**src/rtl/char_lcd_ctrl.sv**
```systemverilog
// HD44780 character LCD controller: power-up init, then continuous redraw of a ROWS x COLS buffer.
// Optional macro LCD_MODE_BANNER_EN replaces row 0 with a fixed banner chosen by mode.
module char_lcd_ctrl #(
  parameter int COLS     = 16,
  parameter int ROWS     = 2,
  parameter int CLK_DIV  = 4,
  parameter int CLR_WAIT = 2000
) (
  input  logic       clk,
  input  logic       rst,
  input  logic [1:0] mode,
  input  logic       wr_en,
  input  logic [((ROWS*COLS > 1) ? $clog2(ROWS*COLS) : 1)-1:0] wr_addr,
  input  logic [7:0] wr_data,
  output logic       init_done,
  output logic       frame_done,
  output logic       lcd_e,
  output logic       lcd_rs,
  output logic       lcd_rw,
  output logic [7:0] lcd_data
);
  // state      | meaning
  // INIT       | init command (0x38, 0x0C, 0x06, 0x01) on the bus, or about to launch the first
  // CLR_WAIT   | bus idle with E low while the display clear completes
  // SET_ADDR   | DDRAM address command for the current row on the bus
  // WRITE_CHAR | character of the current row on the bus, more columns follow
  // NEXT       | last character of the row on the bus; row advance follows
  localparam int DEPTH = ROWS * COLS;
  localparam int AW = (DEPTH > 1) ? $clog2(DEPTH) : 1;
  localparam int CW = (COLS > 1) ? $clog2(COLS) : 1;
  localparam int DW = (CLK_DIV > 1) ? $clog2(CLK_DIV) : 1;
  localparam int WW = (CLR_WAIT > 1) ? $clog2(CLR_WAIT) : 1;
  localparam logic [DW-1:0] DIV_LD   = DW'(CLK_DIV - 1);
  localparam logic [WW-1:0] WAIT_LD  = WW'(CLR_WAIT - 1);
  localparam logic [CW-1:0] COL_LAST = CW'(COLS - 1);
  localparam logic          ROW_LAST = 1'(ROWS - 1);

  typedef enum logic [2:0] {S_INIT, S_CLR_WAIT, S_SET_ADDR, S_WRITE_CHAR, S_NEXT} state_t;
  typedef enum logic [1:0] {PH_IDLE, PH_SETUP, PH_PULSE, PH_HOLD} phase_t;

  state_t          state;
  phase_t          phase;
  logic [DW-1:0]   div_cnt;
  logic [WW-1:0]   wait_cnt;
  logic [1:0]      init_idx;
  logic            row;
  logic [CW-1:0]   col;
  logic [7:0]      mem [DEPTH];
  logic [CW-1:0]   nxt_col;
  logic [AW-1:0]   rd_idx;
  logic [7:0]      nxt_char;

  assign lcd_rw = 1'b0;

  function automatic logic [7:0] init_cmd(input logic [1:0] i);
    case (i)
      2'd0:    return 8'h38;
      2'd1:    return 8'h0C;
      2'd2:    return 8'h06;
      default: return 8'h01;
    endcase
  endfunction

`ifdef LCD_MODE_BANNER_EN
  function automatic logic [7:0] banner_char(input logic [1:0] m, input logic [CW-1:0] c);
    logic [71:0] txt;
    case (m)
      2'd0:    txt = {"WATCH", "    "};
      2'd1:    txt = {"ALARM", "    "};
      2'd2:    txt = "STOPWATCH";
      default: txt = {"----", "     "};
    endcase
    if (int'(c) < 9) banner_char = txt[8*(8-int'(c)) +: 8];
    else             banner_char = 8'h20;
  endfunction
`else
  logic unused_mode;
  assign unused_mode = ^mode;
`endif

  always_ff @(posedge clk or posedge rst) begin
    if (rst) begin
      for (int i = 0; i < DEPTH; i++) mem[i] <= 8'h20;
    end else if (wr_en && (int'(wr_addr) < DEPTH)) begin
      mem[wr_addr] <= wr_data;
    end
  end

  // Character for the transaction launched at the end of the current one
  always_comb begin
    nxt_col  = (state == S_WRITE_CHAR) ? col + CW'(1) : '0;
    rd_idx   = AW'(int'(row) * COLS + int'(nxt_col));
    nxt_char = mem[rd_idx];
`ifdef LCD_MODE_BANNER_EN
    if (row == 1'b0) nxt_char = banner_char(mode, nxt_col);
`endif
  end

  always_ff @(posedge clk or posedge rst) begin
    if (rst) begin
      state      <= S_INIT;
      phase      <= PH_IDLE;
      div_cnt    <= '0;
      wait_cnt   <= '0;
      init_idx   <= '0;
      row        <= 1'b0;
      col        <= '0;
      lcd_e      <= 1'b0;
      lcd_rs     <= 1'b0;
      lcd_data   <= 8'h00;
      init_done  <= 1'b0;
      frame_done <= 1'b0;
    end else begin
      frame_done <= 1'b0;
      if (phase == PH_IDLE) begin
        if (state == S_CLR_WAIT) begin
          if (wait_cnt == '0) begin
            init_done <= 1'b1;
            state     <= S_SET_ADDR;
            row       <= 1'b0;
            phase     <= PH_SETUP;
            div_cnt   <= DIV_LD;
            lcd_rs    <= 1'b0;
            lcd_data  <= 8'h80;
          end else begin
            wait_cnt <= wait_cnt - WW'(1);
          end
        end else begin
          state    <= S_INIT;
          phase    <= PH_SETUP;
          div_cnt  <= DIV_LD;
          lcd_rs   <= 1'b0;
          lcd_data <= init_cmd(init_idx);
        end
      end else if (div_cnt != '0) begin
        div_cnt <= div_cnt - DW'(1);
      end else begin
        div_cnt <= DIV_LD;
        case (phase)
          PH_SETUP: begin
            phase <= PH_PULSE;
            lcd_e <= 1'b1;
          end
          PH_PULSE: begin
            phase <= PH_HOLD;
            lcd_e <= 1'b0;
          end
          default: begin
            // End of HOLD: launch the next transaction back to back
            phase <= PH_SETUP;
            case (state)
              S_INIT: begin
                if (init_idx == 2'd3) begin
                  if (CLR_WAIT == 0) begin
                    init_done <= 1'b1;
                    state     <= S_SET_ADDR;
                    row       <= 1'b0;
                    lcd_rs    <= 1'b0;
                    lcd_data  <= 8'h80;
                  end else begin
                    state    <= S_CLR_WAIT;
                    wait_cnt <= WAIT_LD;
                    phase    <= PH_IDLE;
                  end
                end else begin
                  init_idx <= init_idx + 2'd1;
                  lcd_rs   <= 1'b0;
                  lcd_data <= init_cmd(init_idx + 2'd1);
                end
              end
              S_SET_ADDR: begin
                col      <= '0;
                lcd_rs   <= 1'b1;
                lcd_data <= nxt_char;
                state    <= (COLS == 1) ? S_NEXT : S_WRITE_CHAR;
              end
              S_WRITE_CHAR: begin
                col      <= nxt_col;
                lcd_rs   <= 1'b1;
                lcd_data <= nxt_char;
                state    <= (nxt_col == COL_LAST) ? S_NEXT : S_WRITE_CHAR;
              end
              S_NEXT: begin
                state  <= S_SET_ADDR;
                lcd_rs <= 1'b0;
                if (row == ROW_LAST) begin
                  row        <= 1'b0;
                  frame_done <= 1'b1;
                  lcd_data   <= 8'h80;
                end else begin
                  row      <= row + 1'b1;
                  lcd_data <= 8'hC0;
                end
              end
              default: begin
                state <= S_INIT;
                phase <= PH_IDLE;
              end
            endcase
          end
        endcase
      end
    end
  end
endmodule

```
**config.mk**
```make
export PLATFORM = sky130hd
export DESIGN_NAME = char_lcd_ctrl
export DESIGN_NICKNAME = d
export VERILOG_FILES = /design/src/rtl/char_lcd_ctrl.sv
export SDC_FILE = /design/constraint.sdc
export NUM_CORES = 1
export LEC_CHECK = 0
export ABC_AREA = 1
export BUFFER_PORTS_ARGS = -buffer_cell sky130_fd_sc_hd__buf_2
export CORE_MARGIN = 4
export CORE_UTILIZATION = 55
export DETAILED_ROUTE_END_ITERATION = 8
export PLACE_DENSITY_LB_ADDON = 0.3
export SLEW_MARGIN = 0
export SYNTH_ARGS = -nofsm -noshare
export SYNTH_HDL_FRONTEND = slang
export SYNTH_SLANG_ARGS = --single-unit
```
**constraint.sdc**
```tcl
create_clock -name clk -period 9.5 [get_ports clk]
set_input_delay 0.475 -clock clk [delete_from_list [all_inputs] [get_ports clk]]
set_output_delay 0.475 -clock clk [all_outputs]
set_load 0.05 [all_outputs]
```
## After elaboration in Yosys (flattened, before gate mapping)

Index checks and enable logic that the tools add are counted.
W data, S select, Z words.

| storage, ports and cells | value |
|---|---|
| register bits | 293 |
| input bits | 18 |
| output and inout bits | 13 |
| logic and storage cells | 167 |

| operators by class | value |
|---|---|
| add/sub/neg operators | 6 |
| $lt $le $gt $ge | 3 |
| equal/unequal tests | 20 |
| multiplexer cells | 63 |
| bitwise operators | 6 |
| reduce and logical (&&, ||, !) cells | 25 |

Operators with widths:

| kind | number |
|---|---|
| $bwmux W256 | 1 |
| $mux W11 | 7 |
| $mux W8 | 9 |
| $bmux W8 S5 | 1 |
| $demux W8 S5 | 1 |
| $pmux W6 S3 | 2 |
| $pmux W8 S3 | 1 |
| $mux W3 | 7 |
| $mux W1 | 18 |
| $mux W2 | 8 |
| $reduce_and A5 Y1 | 3 |
| $ge A6 B6 Y1 const B | 2 |
| $not A5 Y6 | 2 |
| $pmux W3 S4 | 1 |
| $reduce_bool A2 Y1 | 6 |
| $logic_not A11 Y1 | 1 |
| $sub A11 B1 Y11 const B | 1 |
| $eq A2 B2 Y1 const B | 4 |
| $pmux W4 S2 | 1 |
| $reduce_and A4 Y1 | 2 |
| $mux W7 | 1 |
| $eq A2 B1 Y1 const B | 3 |
| $eq A3 B2 Y1 const B | 2 |
| $logic_not A2 Y1 | 3 |
| other kinds (26) | 36 |

## Longest topological paths before layout

| depth | value |
|---|---|
| depth after elaboration | 11 |
| mapped depth | 15 |
| gate-level depth less buffers | 14 |

## Worst setup path before layout

OpenSTA, ideal clock, no wires.

| path | value |
|---|---|
| path kind | reg2reg |
| from | reg phase[0] |
| to | reg wait_cnt[10] |
| setup time | 0.130 ns |
| data arrival time | 1.786 ns |
| required time | 9.370 ns |
| path slack | 7.584 ns |
| cell stages (with the launch flop) | 15 |
| buffers on the path | 1 |
| clock period less this slack | 1.916 ns |
| cell sequence | dfrtp_1 inv_1 ha_1 clkbuf_2 nor2_1 nor2_1 nand2_1 a21oi_1 o21ai_1 inv_1 nand4_2 nor2_2 nand2_1 nand2_1 nand3_1 |

| on the way | value |
|---|---|
| word-level cells in the longest chain between the ends | 4 |
| elaborated cells on any way between the ends | 12 |
| those cells by class | 6 x eq/ne; 1 x mux; 5 x reduce/logical |

Ends and longest elaborated chain:

| element | RTL line | RTL |
|---|---|---|
| from (decl) | 42 | `phase_t phase;` |
| from (signal assigned) | 102 | `phase <= PH_IDLE;` |
| from (signal assigned) | 121 | `phase <= PH_SETUP;` |
| from (signal assigned) | 130 | `phase <= PH_SETUP;` |
| $eq A2 B2 Y1 or $eq A2 B1 Y1 (tied branches) | 139 | `case (phase)` |
| $reduce_or A2 Y1 (no source line) | -- |  |
| $ne A2 B1 Y1 (no source line) | -- |  |
| $reduce_and A6 Y1 (no source line) | -- |  |
| to (signal assigned) | 126 | `wait_cnt <= wait_cnt - WW'(1);` |
| to (decl) | 44 | `logic [WW-1:0] wait_cnt;` |

Parallel ways exist; a longest one is shown, timed or not.
A chain may end at the register's enable or synchronous reset.

## Worst setup path after layout

| path | value |
|---|---|
| from | reg state[0] |
| to | reg lcd_data[1] |

| on the way | value |
|---|---|
| word-level cells in the longest chain between the ends | 11 |
| elaborated cells on any way between the ends | 21 |
| those cells by class | 1 x add/sub; 6 x eq/ne; 9 x mux; 1 x bitwise; 4 x reduce/logical |

Ends and longest elaborated chain:

| element | RTL line | RTL |
|---|---|---|
| from (decl) | 41 | `state_t state;` |
| from (signal assigned) | 175 | `state <= (COLS == 1) ? S_NEXT : S_WRITE_CHAR;` |
| from (signal assigned) | 181 | `state <= (nxt_col == COL_LAST) ? S_NEXT : S_WRITE_CHAR;` |
| $eq A3 B2 Y1 | 91, 151 |  |
| $mux W4 | 91 | `nxt_col = (state == S_WRITE_CHAR) ? col + CW'(1) : '0;` |
| $add A5 B4 Y5 | 92 | `rd_idx = AW'(int'(row) * COLS + int'(nxt_col));` |
| $not A5 Y6 (implied by the code) | 93 | `nxt_char = mem[rd_idx];` |
| $bmux W8 S5 | 93 |  |
| $mux W8 (implied by the code) (2 in series) | 93 |  |
| $pmux W8 S3 | 151 | `case (state)` |
| $mux W8 | 139 |  |
| $mux W8 | 135 | `end else if (div_cnt != '0) begin` |
| $mux W8 | 115 | `if (phase == PH_IDLE) begin` |
| to (signal assigned) | 133 | `lcd_data <= init_cmd(init_idx);` |
| to (signal assigned) | 168 | `lcd_data <= init_cmd(init_idx + 2'd1);` |
| to (signal assigned) | 174 | `lcd_data <= nxt_char;` |
| to (decl) | 20 | `output logic [7:0] lcd_data` |

Parallel ways exist; a longest one is shown, timed or not. The select of a mux whose other input is x is not followed.

==> results.sh <==
export IMPL_cts_setup_buffers=0
export IMPL_dpl_hpwl_um=21040
export IMPL_core_area_mm2=0.02460
export IMPL_placementRows=57
export IMPL_worst_setup_path_end_kind="flop"
export IMPL_peakVddDrop_uv=165.9
export IMPL_final_util_pct=61.44
export IMPL_layout_cells_non_filler=2082
export IMPL_fp_dieH_um=167.2
export IMPL_firstDrtPassIters=5
export IMPL_yosysSeqAreaShare_pct=52.91
export IMPL_holdCritPathClass="primary input to asynchronous set/reset pin"
export IMPL_synth_adder_area_share_pct=0.8980
export IMPL_power_density_mw_per_mm2=207.3
export IMPL_cts_root_buffer="clkbuf_16"
export IMPL_cts_tree="built"
export IMPL_clk_pin_slew_worst_paths_ns=0.06
export IMPL_max_cap_viol_count=0
export IMPL_fin_worst_skew_ns=0.007312
export IMPL_nets=1762
export IMPL_drc=0
export IMPL_yosys_warnings=0
export IMPL_mostFrequentLayoutCell="nand2_1"
export IMPL_synth_top_area_share_pct=46.88
export IMPL_layout_min_cycle_time_ns=3.071
export IMPL_ios=31
export IMPL_avgRoutedWirePerCell_um=17.23
export IMPL_synthCells=1776
export IMPL_synthTopCellsByArea="dfrtp_1 47%, nand2_1 15%, nand3_1 9.4%, o21ai_0 9.2%, dfstp_2 6.0%"
export IMPL_worst_setup_path_type="flop to flop"
export IMPL_fp_dieW_um=167.2
export IMPL_initial_core_util_pct=56.63
export IMPL_port_buffers=27
export IMPL_synthMuxAreaShare_pct=0
export IMPL_finalSetupViolCount=0
export IMPL_cts_resized=0
export IMPL_crit_path_start_kind="flop"
export IMPL_yosys_area_top_type="dfrtp_1"
export IMPL_yosys_register_bits=293
export IMPL_hold_buffers=0
export IMPL_rsz0062_at_grt="false"
export IMPL_synth_edf_count=0
export IMPL_area_growth_syn_to_layout_pct=8.495
export IMPL_final_area_mm2=0.01512
export IMPL_clock_sinks=293
export IMPL_dp_cells=2026
export IMPL_syn_area_mm2=0.01393
export IMPL_synth_top_family_by_area="simple AND/OR/NAND/NOR gates"
export IMPL_rrSetupSlack_ns=6.43
export IMPL_antenna_found_initial=0
export IMPL_hold_violations=0
export IMPL_power_total_mw=3.133
export IMPL_syn_nets=1804
export IMPL_hold_ws_ns=0.03179
export IMPL_synth_xor_area_share_pct=0.1257
export IMPL_htreeDepth=1
export IMPL_drv_slew=0
export IMPL_setup_slack_ns=6.429
export IMPL_synth_top_flop_cell="dfrtp_1"
export IMPL_grt_usage_pct=25.68
export IMPL_dr_first_iter_drc_count=1167
export IMPL_die_area_mm2=0.02794
export IMPL_via_count=11903
export IMPL_async_flop_share_pct=100.0
export IMPL_clock_latency_ns=0.55
export IMPL_placed_cell_area_mm2=0.01413
export IMPL_layout_common_cells="570 x nand2_1, 262 x nand3_1, 261 x dfrtp_1, 255 x o21ai_0, 98 x nor2_1"
export IMPL_grt_pass1_vias=11338
export IMPL_grt_overflow_total=0
export IMPL_min_period_over_period_pct=32.33
export IMPL_finalWirelength_um=35870
export IMPL_viasPerCell=5.717
export IMPL_fin_setup_tns_ns=0
export IMPL_insertedDiodeCount=0
export IMPL_leakage_nw=7.198
export IMPL_grt_max_degree=199
export IMPL_pre_cts_slack_ns=6.500
export IMPL_crit_required_ns=9.99
export IMPL_cts_buffers=30
export IMPL_avgSynthCellArea_um2=7.845
export IMPL_tightest_slew_ns=1.201
export IMPL_drive_gt1_share_pct=8.020
export IMPL_slew_headroom_pct=19.95
export IMPL_clockBufferDepth=3
export IMPL_netlist_cell_type_count=36
export IMPL_grt_pass1_wl_um=59310
export IMPL_yosys_area_share_simple_pct=28.96
export IMPL_synth_compound_gate_area_share_pct=11.30
export IMPL_critPathMaxFanout=65
export IMPL_max_freq_ghz=0.3256
export IMPL_antenna_left=0
export IMPL_place_gp_congestion=0.8980
export IMPL_arrival_ns=3.56
export IMPL_status="finished, final reports clean"
## power by group
part | total, mW | internal (mW) | switching (mW)
registers | 1.59 | 1.48 | 0.108
clock network | 1.16 | 0.674 | 0.487
logic | 0.386 | 0.154 | 0.231
## layer usage
metal  up-vias  wire length, um  GRT usage (%)
met5         -                0              0
met1      5681            15900          37.22
met4         0              962          7.234
li1       5725                -              -
met3        68             2740          4.220
met2       429            16260          40.61
## flip-flops by register name (all words and copies together), names as in the netlist
signal      flops
mem           256
wait_cnt       11
lcd_data        8
col             4
state           3
div_cnt         2
init_idx        2
phase           2
frame_done      1
init_done       1
lcd_e           1
lcd_rs          1
row             1
## cell type report
cell class                 instances  area (um2)
inverter                          85       326.6
clock buffer                      47       935.9
tap                              324       405.4
timing repair buffer              40       245.2
sequential                       293        7372
fill                            2175        9488
multi-input combinational       1284        5781
clock inverter                     9       51.30
## synthesized netlist by cell type, drive strengths merged (10+ instances only)
cell,count
buf,41
nor2,105
dfstp,32
inv,84
o21ai,257
nand2,572
nand3,263
nor3,16
dfrtp,261
ha,10
a21oi,42
clkbuf,73
## critical path, stage by stage, from the launching register on
cell and delay, ns:
dfrtp_1 0.44, nand2_1 0.13, nor2_4 0.05, nand2_4 0.54, buf_4 0.70, nand2_1 0.12, nand3_1 0.11, nand3_1 0.13
nand3_1 0.17, nand2_1 0.13, nand2_1 0.10, nand3_1 0.11, nand2_1 0.10, nand2_1 0.05, nand2_1 0.07
## kinds of logic (layout without fill, tap and decap cells)
| group | after synthesis | in the layout |
|---|---|---|
| flops | 293 | 293 |
| simple gates | 963 | 963 |
| buf+inv | 199 | 181 |
| compound gates | 308 | 308 |
| fa+ha+maj | 10 | 10 |
| xor+xnor | 2 | 2 |
| other cells | 1 | 1 |
## final timing paths
path,start,to,cells past startpoint
min,rst,mem[193]$_DFFE_PP0P_,2
min in group clk,wr_data[1],mem[129]$_DFFE_PP0P_,3
max in group asynchronous,rst,mem[17]$_DFFE_PP0P_,3
min reg2reg,init_done$_DFFE_PP0P_,init_done$_DFFE_PP0P_,1
max reg2reg,state[0]$_DFFE_PP0P_,lcd_data[1]$_DFFE_PP0P_,14
max,state[0]$_DFFE_PP0P_,lcd_data[1]$_DFFE_PP0P_,14
(Power assumes the default switching activity.)
